<file path="config.mk">
export PLATFORM = sky130hd
export DESIGN_NAME = parameter_bank
export DESIGN_NICKNAME = d
export VERILOG_FILES = /design/src/rtl/parameter_bank.sv
export SDC_FILE = /design/constraint.sdc
export NUM_CORES = 1
export LEC_CHECK = 0
export BUFFER_PORTS_ARGS = -buffer_cell sky130_fd_sc_hd__buf_2
export CAP_MARGIN = 20
export CORE_ASPECT_RATIO = 1.2
export CORE_MARGIN = 10
export CORE_UTILIZATION = 59
export CTS_CLUSTER_SIZE = 25
export DETAILED_ROUTE_END_ITERATION = 12
export PLACE_DENSITY_LB_ADDON = 0.15
export SETUP_SLACK_MARGIN = 0.15
export SLEW_MARGIN = 20
export SYNTH_ARGS = -nofsm -noshare
export SYNTH_HDL_FRONTEND = slang
export SYNTH_SLANG_ARGS = --single-unit
</file>
<file path="constraint.sdc">
create_clock -name clk -period 26.1 [get_ports clk]
set_input_delay 5.22 -clock clk [delete_from_list [all_inputs] [get_ports clk]]
set_output_delay 5.22 -clock clk [all_outputs]
set_load 0.005 [all_outputs]
</file>
<file path="src/rtl/parameter_bank.sv">
// Double-buffered parameter bank: the writer fills a shadow set, commits it, and the
// active set takes a full copy of shadow on the next frame-boundary strobe.
module parameter_bank #(
  parameter int                    DATA_WIDTH  = 36,
  parameter int                    NUM_PARAMS  = 4,
  parameter int                    ADDR_BITS   = 2,
  parameter logic [DATA_WIDTH-1:0] RESET_VALUE = '0
) (
  input  logic                             clk,
  input  logic                             rst,
  input  logic                             buffer_switch_event,
  input  logic                             write_enable,
  input  logic [ADDR_BITS-1:0]             write_addr,
  input  logic [DATA_WIDTH-1:0]            write_data,
  input  logic                             commit,
  input  logic [ADDR_BITS-1:0]             read_addr,
  output logic [DATA_WIDTH-1:0]            read_data,
  output logic [NUM_PARAMS*DATA_WIDTH-1:0] read_data_all,
  output logic                             pending,
  output logic                             dirty,
  output logic                             swap_done,
  output logic                             swap_skipped
);

  // One extra bit so that NUM_PARAMS == 2**ADDR_BITS stays representable.
  localparam logic [ADDR_BITS:0] NUM_ENTRIES = NUM_PARAMS[ADDR_BITS:0];

  logic [DATA_WIDTH-1:0] shadow_q [NUM_PARAMS];
  logic [DATA_WIDTH-1:0] shadow_d [NUM_PARAMS];
  logic [DATA_WIDTH-1:0] active_q [NUM_PARAMS];
  logic [DATA_WIDTH-1:0] active_d [NUM_PARAMS];
  logic pending_q, pending_d;
  logic dirty_q, dirty_d;
  logic swap_done_q, swap_done_d;
  logic swap_skipped_q, swap_skipped_d;
  logic write_ok;
  logic swap_go;

  always_comb begin
    write_ok       = write_enable && ({1'b0, write_addr} < NUM_ENTRIES);
    swap_go        = buffer_switch_event && pending_q;
    shadow_d       = shadow_q;
    active_d       = active_q;
    pending_d      = pending_q;
    dirty_d        = dirty_q;
    swap_done_d    = 1'b0;
    swap_skipped_d = 1'b0;

    // The copy reads shadow_q, so a same-cycle write is not part of this swap.
    if (swap_go) begin
      active_d    = shadow_q;
      pending_d   = 1'b0;
      dirty_d     = 1'b0;
      swap_done_d = 1'b1;
    end else if (buffer_switch_event && dirty_q) begin
      swap_skipped_d = 1'b1;
    end

    if (write_ok) begin
      shadow_d[write_addr] = write_data;
      dirty_d              = 1'b1;
    end

    // Commit re-arms even when it coincides with a swap.
    if (commit) begin
      pending_d = 1'b1;
    end
  end

  always_ff @(posedge clk or posedge rst) begin
    if (rst) begin
      shadow_q       <= '{default: RESET_VALUE};
      active_q       <= '{default: RESET_VALUE};
      pending_q      <= 1'b0;
      dirty_q        <= 1'b0;
      swap_done_q    <= 1'b0;
      swap_skipped_q <= 1'b0;
    end else begin
      shadow_q       <= shadow_d;
      active_q       <= active_d;
      pending_q      <= pending_d;
      dirty_q        <= dirty_d;
      swap_done_q    <= swap_done_d;
      swap_skipped_q <= swap_skipped_d;
    end
  end

  always_comb begin
    read_data = '0;
    if ({1'b0, read_addr} < NUM_ENTRIES) begin
      read_data = active_q[read_addr];
    end
  end

  always_comb begin
    read_data_all = '0;
    for (int i = 0; i < NUM_PARAMS; i++) begin
      read_data_all[i*DATA_WIDTH +: DATA_WIDTH] = active_q[i];
    end
  end

  assign pending      = pending_q;
  assign dirty        = dirty_q;
  assign swap_done    = swap_done_q;
  assign swap_skipped = swap_skipped_q;

endmodule

</file>
==> flow_summary.yaml <==
cells_and_area:
  layout-drive-gt1-share: 0.666
  syn_to_final_growth_pct: 19.1
  final_core_util: 0.717
  seq_area_um2: 7310
  n_fill_cell: 1267
  multiInputGateArea_um2: 4130
  final_cells: 1179
  finalNetCount: 940
worst_setup_path:
  path_max_fanout: 36
  cp_common_cell: "buf_2"
  reg2reg_depth: 3
  crit_end: "read_data[2]"
  startpoint: "read_addr[0]"
  cp_num_buf_inv: 3
  crit_path_start_kind: "primary input"
  cp_num_cells: 4
  worstSetupEndpointType: "output pin"
  slowest_delay_ps: 600
  ff2ff_setup_slack_ps: 23190
  cpMaxStageDelayCell: "mux4_2"
  path_cells: "buf_2 > buf_4 > mux4_2 > buf_2"
  r2r_end: "read_data_all[21]$_DFFE_PP0P_"
  critPathTopFamily: "buffers and inverters"
  critical_path_class: "primary input to output pin"
  reg2reg_from: "pending$_DFFE_PP0P_"
  arrival_ps: 6670
  crit_required_ps: 20880
synthesis:
  synth_compound_area_frac: 0.00128
  synth_top_family_by_area: "multiplexers"
  synth_edf_count: 0
  synth_nets: 711
  ys.flop_type: "dfrtp_1"
  yosys_warnings: 0
  synth_area_per_cell_um2: 17.7
  synth.distinct_cells: 17
  syn_area_um2: 11800
  yosysTopAreaCell: "dfrtp_1"
  yosysTopAreaCellShare: 0.621
  synth-seq-cells: 292
  seq_area_frac_synth: 0.621
  synth_most_common_cell: "dfrtp_1"
  synthSimpleGateAreaFrac: 0.00436
  synth_common_cells: "dfrtp_1, mux2_2, mux4_2"
  synth-xor-area-share: 0
  yosys-top-cells-area: "dfrtp_1, mux2_2, mux4_2"
  yosys.area_share.adder: 0
  netlist_instances: 666
  synth_mux_area_frac: 0.345
  async_reset_ff_frac: 1.00
placement:
  place_inst: 1125
  numPortBuffers: 228
  gp_congestion: 0.780
  hpwl_um: 17500
sta:
  fmax_ghz: 0.0841
  fin_crit_sh: 0.456
  worst_pin_slew_ps: 1040
  hold_viol_final: 0
  rsz0062_at_grt: "false"
  fin_setup_tns_ps: 0
  fin_skew_ps: 10.5
  max_slew_margin: 0.299
  slew_viol_final: 0
  setup_viol: 0
  min_period_ps: 11890
drt:
  met3_length_um: 1860
  first_pass_iters: 4
  top_layer_used: "met5"
  drtIter0Drc: 229
  wl_per_cell_um: 22.7
  viasPerCell: 5.64
  drc: 0
  wirelength_met1_um: 10100
  ant_nets: 0
  dr_wl_met2_um: 14300
  drt_wl_total_um: 26800
  vias: 6652
grt:
  grt_max_degree: 139
  grt_pass1_wl_um: 42400
  grt_pass1_vias: 7634
  antenna_found_initial: 3
  grt_overflow: 0
  track_usage: 0.204
cts:
  post_cts_buffers: 0
  cts_sinks: 292
  hold_buffers: 0
  cts_tree: "built"
  clkSlewWorstSetupHoldPaths_ps: 60
  cts_buffers: 29
  cts_max_level: 1
  clockBufferDepth: 3
  post_cts_resized: 0
  insertion_delay_ps: 530
  cts_root_buf: "clkbuf_16"
power_and_ir_drop:
  p_leak_uw: 0.00641
  finalPower_uw: 1350
  power.density_nw_per_um2: 96.3
  ir_drop_mv: 0.0618
die:
  die-area_um2: 26000
  fp.dieW_um: 149
  ios: 229
  start_util: 0.602
  die_h_um: 175
  fp.coreArea_um2: 19500
  rows: 56
min_path:
  hp-class: "flip-flop to flip-flop"
status:
  status: "finished clean"
job:
  cap_violations: 0
## layout by cell type, fill, tap and decap left out
cell type,n
dfrtp_1,292
mux2_2,286
buf_2,228
mux4_2,36
clkbuf_16,29
buf_4,8
clkinv_2,7
clkbuf_8,7
bufinv_16,5
clkbuf_1,4
diode_2,2
nand3b_1,2
mux2_1,2
a21o_1,2
nand2_4,1
clkinv_1,1
nand3_2,1
nor3b_4,1
nand2_1,1
nor2_1,1
inv_8,1
inv_1,1
## power breakdown
| group | switching, µW | total [µW] | internal [µW] |
|---|---|---|---|
| sequential | 77.9 | 638 | 560 |
| combinational | 107 | 274 | 167 |
| clock | 166 | 438 | 272 |
| total | 351 | 1350 | 999 |
## worst reg2reg max path, stage by stage (launching register included)
cell	delay [ps]
dfrtp_1	420
nand2_4	610
clkinv_1	1130
mux2_2	620
## worst min-delay path by stage
stage	endpoint	depth (start not counted)	from
final	shadow_q[135]$_DFFE_PP0P_	1	shadow_q[135]$_DFFE_PP0P_
after CTS	shadow_q[135]$_DFFE_PP0P_	1	shadow_q[135]$_DFFE_PP0P_
after detailed placement	shadow_q[135]$_DFFE_PP0P_	1	shadow_q[135]$_DFFE_PP0P_
after global routing	read_data_all[87]$_DFFE_PP0P_	1	shadow_q[51]$_DFFE_PP0P_
after global placement	shadow_q[136]$_DFFE_PP0P_	1	shadow_q[136]$_DFFE_PP0P_
after floorplan	shadow_q[135]$_DFFE_PP0P_	1	shadow_q[135]$_DFFE_PP0P_
## registers in the layout, summed over array words and instances (netlist names)
signal	count
read_data_all	144
shadow_q	144
dirty	1
pending	1
swap_done	1
swap_skipped	1
## area by class of cell
| type | instances | share of cell area |
|---|---|---|
| Antenna cell | 2 | 0.000357 |
| Inverter | 3 | 0.00134 |
| Timing Repair Buffer | 236 | 0.0857 |
| Multi-Input combinational cell | 333 | 0.295 |
| Tap cell | 261 | 0.0233 |
| Clock buffer | 40 | 0.0597 |
| Clock inverter | 12 | 0.0132 |
| Sequential cell | 292 | 0.521 |
## metal layers
layer / vias to the layer above / global-route usage
met5: - / 0
met4: 2 / 0.0479
met3: 36 / 0.0548
met2: 194 / 0.363
met1: 3541 / 0.238
li1: 2879 / -
## kinds of logic (layout without fill, tap and decap cells)
family | count (synthesis) | in the layout
DFF | 292 | 292
buffers and inverters | 41 | 291
muxes | 324 | 324
other | 0 | 2
AOI/OAI and AO/OA | 2 | 2
and+or+nand+nor | 7 | 7
## stage by stage
stage	setup WS, ps	hold slack, ps	cell area, µm²
3_3_place_gp	14220	464	13000
5_1_grt	14090	504	14000
4_1_cts	14180	498	14000
3_5_place_dp	14180	480	13000
2_1_floorplan	12820	452	11800
6_report	14210	493	14000
No activity file was read; power rests on OpenSTA's default activity.
